## config.mk

```make
export PLATFORM = sky130hd
export DESIGN_NAME = iq_demod
export DESIGN_NICKNAME = d
export VERILOG_FILES = /design/src/rtl/iq_demod.sv
export SDC_FILE = /design/constraint.sdc
export NUM_CORES = 1
export LEC_CHECK = 0
export CAP_MARGIN = 20
export CORE_MARGIN = 2
export CORE_UTILIZATION = 40
export CTS_CLUSTER_DIAMETER = 40
export CTS_CLUSTER_SIZE = 8
export DETAILED_ROUTE_END_ITERATION = 8
export GPL_TIMING_DRIVEN = 0
export HOLD_SLACK_MARGIN = 0.05
export SETUP_SLACK_MARGIN = 0.5
export SYNTH_ARGS = -nofsm -noshare
export SYNTH_HDL_FRONTEND = slang
export SYNTH_SLANG_ARGS = --single-unit
```

## constraint.sdc

```tcl
create_clock -name clk -period 5.3 [get_ports clk]
set_input_delay 0.795 -clock clk [delete_from_list [all_inputs] [get_ports clk]]
set_output_delay 0.795 -clock clk [all_outputs]
set_load 0.01 [all_outputs]
```

## src/rtl/iq_demod.sv

```systemverilog
// I/Q demodulator: mixes ADC samples with the LO, integrates and dumps over 2**LOG2_DECIM samples,
// and writes I then Q bytes to the FIFO. Define IQ_DEMOD_ROUND_EN for round-half-up on the dump.
module iq_demod #(
  parameter int LOG2_DECIM = 4
) (
  input  logic        clk,
  input  logic        rst,
  input  logic        en,
  input  logic [7:0]  adc_data,
  input  logic        adc_valid,
  input  logic [7:0]  phase,
  input  logic [12:0] fifo_space_free,
  output logic        fifo_wr,
  output logic [7:0]  fifo_data_in,
  input  logic        ovf_clr,
  output logic        overflow,
  output logic [7:0]  drop_count
);

  localparam int ACC_W = 16 + LOG2_DECIM;
  localparam int SHIFT = 7 + LOG2_DECIM;
  localparam logic [LOG2_DECIM-1:0] LAST = '1;
`ifdef IQ_DEMOD_ROUND_EN
  localparam int RND = 1 << (6 + LOG2_DECIM);
`else
  localparam int RND = 0;
`endif

  // First quadrant of round(127*sin(2*pi*k/256)), k = 0..64
  localparam int QSIN [0:64] = '{
      0,   3,   6,   9,  12,  16,  19,  22,  25,  28,  31,  34,  37,  40,  43,  46,
     49,  51,  54,  57,  60,  63,  65,  68,  71,  73,  76,  78,  81,  83,  85,  88,
     90,  92,  94,  96,  98, 100, 102, 104, 106, 107, 109, 111, 112, 113, 115, 116,
    117, 118, 120, 121, 122, 122, 123, 124, 125, 125, 126, 126, 126, 127, 127, 127,
    127};

  typedef enum logic [1:0] {IDLE, WR_I, WR_Q} state_t;

  function automatic logic signed [7:0] lo_sin(input logic [7:0] p);
    logic [6:0] k;
    logic [6:0] mag;
    k   = p[6] ? (7'd64 - {1'b0, p[5:0]}) : {1'b0, p[5:0]};
    mag = 7'(QSIN[k]);
    lo_sin = p[7] ? -$signed({1'b0, mag}) : $signed({1'b0, mag});
  endfunction

  logic                    v1, v2, dump_q;
  logic signed [7:0]       s1, c1, n1;
  logic signed [15:0]      p_i, p_q;
  logic signed [ACC_W-1:0] acc_i, acc_q;
  logic [LOG2_DECIM-1:0]   count;
  logic [7:0]              hold_i, hold_q;
  logic signed [ACC_W:0]   tot_i, tot_q;
  state_t                  state;
  logic                    drop_now, drop_pend;

  always_comb begin
    tot_i = (ACC_W+1)'(acc_i) + (ACC_W+1)'(p_i) + (ACC_W+1)'(RND);
    tot_q = (ACC_W+1)'(acc_q) + (ACC_W+1)'(p_q) + (ACC_W+1)'(RND);
  end

  // Mixer pipeline and integrate-and-dump; en low flushes everything not yet dumped
  always_ff @(posedge clk) begin
    if (rst) begin
      v1 <= 1'b0;   v2 <= 1'b0;   dump_q <= 1'b0;
      s1 <= '0;     c1 <= '0;     n1 <= '0;
      p_i <= '0;    p_q <= '0;
      acc_i <= '0;  acc_q <= '0;  count <= '0;
      hold_i <= '0; hold_q <= '0;
    end else begin
      dump_q <= 1'b0;
      v1 <= en & adc_valid;
      v2 <= en & v1;
      if (adc_valid) begin
        s1 <= {~adc_data[7], adc_data[6:0]};
        c1 <= lo_sin(phase + 8'd64);
        n1 <= lo_sin(phase);
      end
      if (v1) begin
        p_i <= 16'(s1) * 16'(c1);
        p_q <= 16'(s1) * 16'(n1);
      end
      if (!en) begin
        acc_i <= '0;
        acc_q <= '0;
        count <= '0;
      end else if (v2) begin
        if (count == LAST) begin
          hold_i <= 8'(tot_i >>> SHIFT);
          hold_q <= 8'(tot_q >>> SHIFT);
          acc_i  <= '0;
          acc_q  <= '0;
          count  <= '0;
          dump_q <= 1'b1;
        end else begin
          acc_i <= acc_i + ACC_W'(p_i);
          acc_q <= acc_q + ACC_W'(p_q);
          count <= count + 1'b1;
        end
      end
    end
  end

  assign drop_now = dump_q && (state != WR_I) && (fifo_space_free < 13'd2);

  // WR_Q accepts a new dump just like IDLE, so back-to-back dumps are never missed
  always_ff @(posedge clk) begin
    if (rst) begin
      state        <= IDLE;
      fifo_wr      <= 1'b0;
      fifo_data_in <= '0;
      overflow     <= 1'b0;
      drop_count   <= '0;
      drop_pend    <= 1'b0;
    end else begin
      case (state)
        WR_I: begin
          state        <= WR_Q;
          fifo_wr      <= 1'b1;
          fifo_data_in <= hold_q;
        end
        default: begin
          if (dump_q && fifo_space_free >= 13'd2) begin
            state        <= WR_I;
            fifo_wr      <= 1'b1;
            fifo_data_in <= hold_i;
          end else begin
            state   <= IDLE;
            fifo_wr <= 1'b0;
          end
        end
      endcase

      // A clear coinciding with a drop wins; the drop is then counted one cycle later
      if (ovf_clr) begin
        overflow   <= 1'b0;
        drop_count <= '0;
        drop_pend  <= drop_pend | drop_now;
      end else if (drop_now || drop_pend) begin
        overflow   <= 1'b1;
        drop_count <= (drop_count == 8'hFF) ? drop_count : drop_count + 8'd1;
        drop_pend  <= 1'b0;
      end
    end
  end

endmodule
```

# Yosys cells after proc, flatten, opt, wreduce, memory -nomap -nowiden
# Memory sizes are Yosys's and may differ from the RTL's.
# Cells that the tools add are included.
# totals
reg_bits,140
mem_bits_ro,8192
in_bits,34
out_inout_bits,18
elab_cells,84
mem_count,2
# mem_list
name,depth,width,read_ports,rd_ports_with_merged_regs,wr,line_no,source
(no name shown),128,32,1,0,0,43,mag = 7'(QSIN[k]);
(no name shown),128,32,1,0,0,43,
# classes
addsub,11
multipliers,2
magnitude_cmp,4
n_eq_ne,4
n_mux,20
n_bitwise,9
n_reduce_logical,12
# ops
cell,count
7-bit 2-to-1 mux,6
20-bit by 16-bit adder with 20-bit output,2
20-bit 2-to-1 mux,2
19-bit by 16-bit adder with 19-bit output,2
8-bit by 8-bit multiplier with 16-bit output,2
8-bit 2-to-1 mux,4
8-bit greater-or-equal comparator (second input constant),2
7-bit negation with 8-bit output,2
7-bit inverter with 8-bit output,2
7-bit by 6-bit subtractor with 7-bit output (first input constant),2
13-bit by 2-bit greater-or-equal comparator with 1-bit output (second input constant),1
13-bit by 2-bit less-than comparator with 1-bit output (second input constant),1
8-bit by 1-bit adder with 8-bit output (second input constant),1
8-bit by 7-bit adder with 8-bit output (second input constant),1
8-bit == test (second input constant),1
1-bit 2-to-1 mux,6
2-bit OR reduction,3
4-bit by 1-bit adder with 4-bit output (second input constant),1
4-bit == test (second input constant),1
4-bit 2-to-1 mux,1
1-bit inverter,4
2-bit nonzero test,2
1-bit logical AND,3
3-bit AND reduction,1
other kinds (8),9

# Longest topological paths before layout
# logic_depth
depth_word,9
depth_mapped,20
ltp_nobuf,19

# Worst setup path after synthesis
# No wires, ideal clock.
# synth_timing
kind,register to register
startpoint,reg s1[1]
endpoint,reg p_q[15]
setup_time_ns,0.086
arrival_ns,4.547
required_time_ns,5.214
setup_slack_ns,0.667
path_stages_with_launch,19
path_buffers,1
synth_period_minus_slack_ns,4.633
cell_sequence,dfxtp_1 clkbuf_1 nand2_1 fa_1 fa_1 inv_1 fa_1 inv_1 fa_1 inv_1 ha_1 inv_1 o21ai_0 a21oi_1 o21ai_0 a41o_1 o41a_1 xnor2_1 a211oi_1
# synth_via
elab_chain_cells,1
# synth_lines
element,line_no,source
start: declaration,48,"logic signed [7:0] s1, c1, n1;"
start signal: assignment,75,"s1 <= {~adc_data[7], adc_data[6:0]};"
8-bit by 8-bit multiplier with 16-bit output,81,p_q <= 16'(s1) * 16'(n1);
end signal: assignment,81,
end: declaration,49,"logic signed [15:0] p_i, p_q;"
# Every way passes these cells.
# A chain may end at the register's enable or synchronous reset.

# Final worst setup path
# layout_timing
startpoint,reg s1[6]
endpoint,reg p_q[14]
# The elaborated chain is that of the path after synthesis.

==> reports/metrics.cfg <==
[outcome]
outcome = finished, final reports clean

[flow_run]
max_cap_violations = 0

[setup_path]
worst-setup-path-type = reg -> reg
timing.critical_path.arrival_ns = 4.93
worstReg2RegStart = s1[6]
setup.reg_to_reg.worst_slack_ns = 0.69
critPathCaptureType = flip-flop
cp_data_required_time_ns = 5.63
cp_max_fo = 8
r2r_end = p_q[14]
critPathLaunchType = flip-flop
rr_worst_depth = 19

[power]
vdd_drop_max_uv = 232
leak_pwr_uw = 0.00693
total_power_uw = 3410
power_per_cell_area_nw_per_um2 = 219

[synthesis]
synthesis.nets = 1868
postSynthCellCount = 1609
seq_cells_post_synth = 138
avgSynthCellArea_sq_um = 8.41
yosys_warnings = 0
synth_sequential_area_ratio_pct = 20.4
synth_edf_count = 0
synth-async-reset-ratio_pct = 0
post_synth_instance_area_sq_um = 13500
synth_ff_type = sky130_fd_sc_hd__dfxtp_1
synth_cell_type_count = 79

[drt]
route.met3.wl_um = 1290
detail_route.drc_violations = 0
detailroute.via_count = 11500
detail_route.first_pass.iterations = 5
wl_met1_um = 16000
wl_met2_um = 17400
totalWireLength_um = 35300
routed_wire_length_per_instance_um = 16.4
route.antenna.remaining_nets = 0
top_layer_used = met4
post_drt_via_cell_ratio = 5.33
drt_iter0_markers = 477

[global_routing]
largest_net_degree_at_the_start_of_global_routing = 17
gr_ovfl_total = 0
globalRouteTotalUtil_pct = 20.7
first_pass_grt_wire_length_um = 59200
vias_in_the_first_global_route = 11500
grt_antenna_before_repair = 0

[floorplan]
die_area_sq_um = 35300
die_h_um = 188
start_util_pct = 40.4
placeableCoreArea_sq_um = 33400
row_count = 67
die_w_um = 188
io_pins = 52

[finish]
final_nets = 1954
antenna_cells = 0
synthToLayoutAreaGrowth_pct = 15.4
most_common_library_cell_in_the_layout_ignoring_fill_and_taps = sky130_fd_sc_hd__inv_1
final_layout_size_suffix_gt1_share_pct = 9.66
layout.cells.most_common_list = 194 x sky130_fd_sc_hd__inv_1, 152 x sky130_fd_sc_hd__nor2_1, 114 x sky130_fd_sc_hd__dfxtp_1
fin_cells = 2156

[sta]
final-max-slew-violation-count = 0
setup_skew_ns = 0.0135
grt_setup_unrepaired = yes
min_period_over_period_pct = 87.0
timing.final.setup_violations = 0
timing.final.hold_violations = 0
worst-slew-pin-transition_ns = 0.954
max-slew-margin-rel_pct = 36.1
finalCriticalPeriod_ns = 4.61
fmax_mhz = 217
setup-tns-final_ns = 0

[cts]
clkLatencyLatePin_ns = 0.44
cts-hold-fix-buffers = 0
cts_buffer_depth = 2
worst_setup_hold_path_clk_slew_ns = 0.07
cts_tree = built
clock_tree.root_cell = sky130_fd_sc_hd__clkbuf_16
cts_sinks = 138
cts.htree.levels = 4
tritoncts_buffers = 17

[placement]
place.detailed.instances = 2104
detailed_place_hpwl_um = 27200
finalWeightedCongestion = 0.891
buffer_ports.inserted = 47

[min_path]
worstHoldStart = overflow
worst_hold_path.endpoint = overflow
min-delay-path-class = reg -> reg
min_delay_path_depth = 2

worst max-delay path, stage by stage (launching register included):
cell and delay, ns:
sky130_fd_sc_hd__dfxtp_4 0.38, sky130_fd_sc_hd__buf_8 0.14, sky130_fd_sc_hd__and2_4 0.13, sky130_fd_sc_hd__fa_1 0.51
sky130_fd_sc_hd__inv_2 0.04, sky130_fd_sc_hd__fa_1 0.50, sky130_fd_sc_hd__inv_1 0.06, sky130_fd_sc_hd__fa_1 0.55
sky130_fd_sc_hd__inv_2 0.04, sky130_fd_sc_hd__fa_1 0.48, sky130_fd_sc_hd__inv_2 0.05, sky130_fd_sc_hd__ha_4 0.27
sky130_fd_sc_hd__o21ai_1 0.08, sky130_fd_sc_hd__a21boi_1 0.18, sky130_fd_sc_hd__o21ai_0 0.12, sky130_fd_sc_hd__a21boi_1 0.25
sky130_fd_sc_hd__o21ai_1 0.13, sky130_fd_sc_hd__a21oi_1 0.26, sky130_fd_sc_hd__nor4_1 0.09, sky130_fd_sc_hd__a211o_1 0.24
logic make-up after synthesis:
family | synth area share, %
DFF | 20.4
buffers and inverters | 7.94
adders and majority gates | 27.1
xor gates and xnor gates | 5.43
muxes | 3.41
AOI/OAI and AO/OA | 16.5
and+or+nand+nor | 19.2
sequential cells by signal (all words and copies together) (netlist names), 16 cells and up:
signal and count:
p_q 16, acc_q 19, acc_i 19, p_i 16
what timing repair did:
action / CTS / global route
pin swaps: 7 / 29
resized for setup: 72 / 50
endpoints found under the setup margin: 23 / 18
endpoints found under the hold margin: 0 / 0
setup buffers: 6 / 14
synthesized netlist by cell type (all sizes together) (4+ instances only):
| master | number | area share (%) |
|---|---|---|
| a211o | 5 | 0.32 |
| a211oi | 27 | 1.5 |
| a21boi | 4 | 0.22 |
| a21o | 32 | 1.8 |
| a21oi | 70 | 2.6 |
| a22o | 15 | 0.97 |
| a22oi | 18 | 1.0 |
| a311oi | 5 | 0.32 |
| a31oi | 14 | 0.65 |
| a32oi | 5 | 0.32 |
| and2 | 95 | 4.4 |
| and3 | 14 | 0.65 |
| buf | 20 | 0.89 |
| clkbuf | 50 | 1.4 |
| dfxtp | 138 | 20 |
| fa | 112 | 17 |
| ha | 113 | 10 |
| inv | 202 | 5.6 |
| mux2 | 7 | 0.58 |
| mux2i | 36 | 2.7 |
| nand2 | 110 | 3.1 |
| nand2b | 19 | 0.88 |
| nand3 | 22 | 0.81 |
| nand4 | 7 | 0.32 |
| nor2 | 152 | 4.2 |
| nor2b | 23 | 1.1 |
| nor3 | 33 | 1.2 |
| nor3b | 6 | 0.37 |
| nor4 | 11 | 0.51 |
| o211ai | 14 | 0.81 |
| o21ai | 51 | 1.9 |
| o21bai | 7 | 0.39 |
| o22ai | 7 | 0.32 |
| o311ai | 6 | 0.39 |
| o31a | 4 | 0.26 |
| o31ai | 6 | 0.37 |
| or2 | 4 | 0.19 |
| or3 | 9 | 0.49 |
| xnor2 | 58 | 3.8 |
| xor2 | 25 | 1.6 |
routing by layer:
layer / GRT usage (%) / up-vias
li1: - / 5616
met1: 27.0 / 5617
met2: 36.4 / 226
met3: 2.68 / 41
met4: 4.72 / 0
met5: 0 / -
final cells by class:
cell class              instances  area [sq um]
clock inverters                14           125
multi-input cells            1197          9880
well taps                     448           561
repair buffers                 67           616
fillers                      3275         17800
flip-flops and latches        138          2810
plain buffers                  70           394
clock buffers                  18           439
inverters                     204           782
worst max-delay path by stage:
stage	start	to	cells after the start	slack, ns
floorplan	s1[1]	p_q[15]	18	0.67
global placement	s1[1]	p_i[14]	18	-0.52
detailed placement	s1[1]	p_i[14]	18	-0.50
CTS	c1[4]	p_i[14]	18	0.49
global route	s1[0]	p_i[14]	20	0.45
finish	s1[6]	p_q[14]	19	0.69
power by group:
| part | switching (uW) | leakage, uW | internal, uW |
|---|---|---|---|
| Combinational | 641 | 0.00553 | 471 |
| Sequential | 73.8 | 0.00113 | 1070 |
| Clock | 526 | 0.000272 | 630 |
per-stage QoR:
stage	cell area [sq um]	hold WS (ns)	util, %	setup WS [ns]
2_1_floorplan	13500	0.436	-	0.667
3_3_place_gp	14600	0.434	43.5	-0.522
3_5_place_dp	14600	0.445	43.5	-0.504
4_1_cts	15400	0.457	45.9	0.485
5_1_grt	15600	0.472	46.7	0.453
6_report	15600	0.455	46.7	0.691
Note: power is estimated with default switching activity, not from simulation.
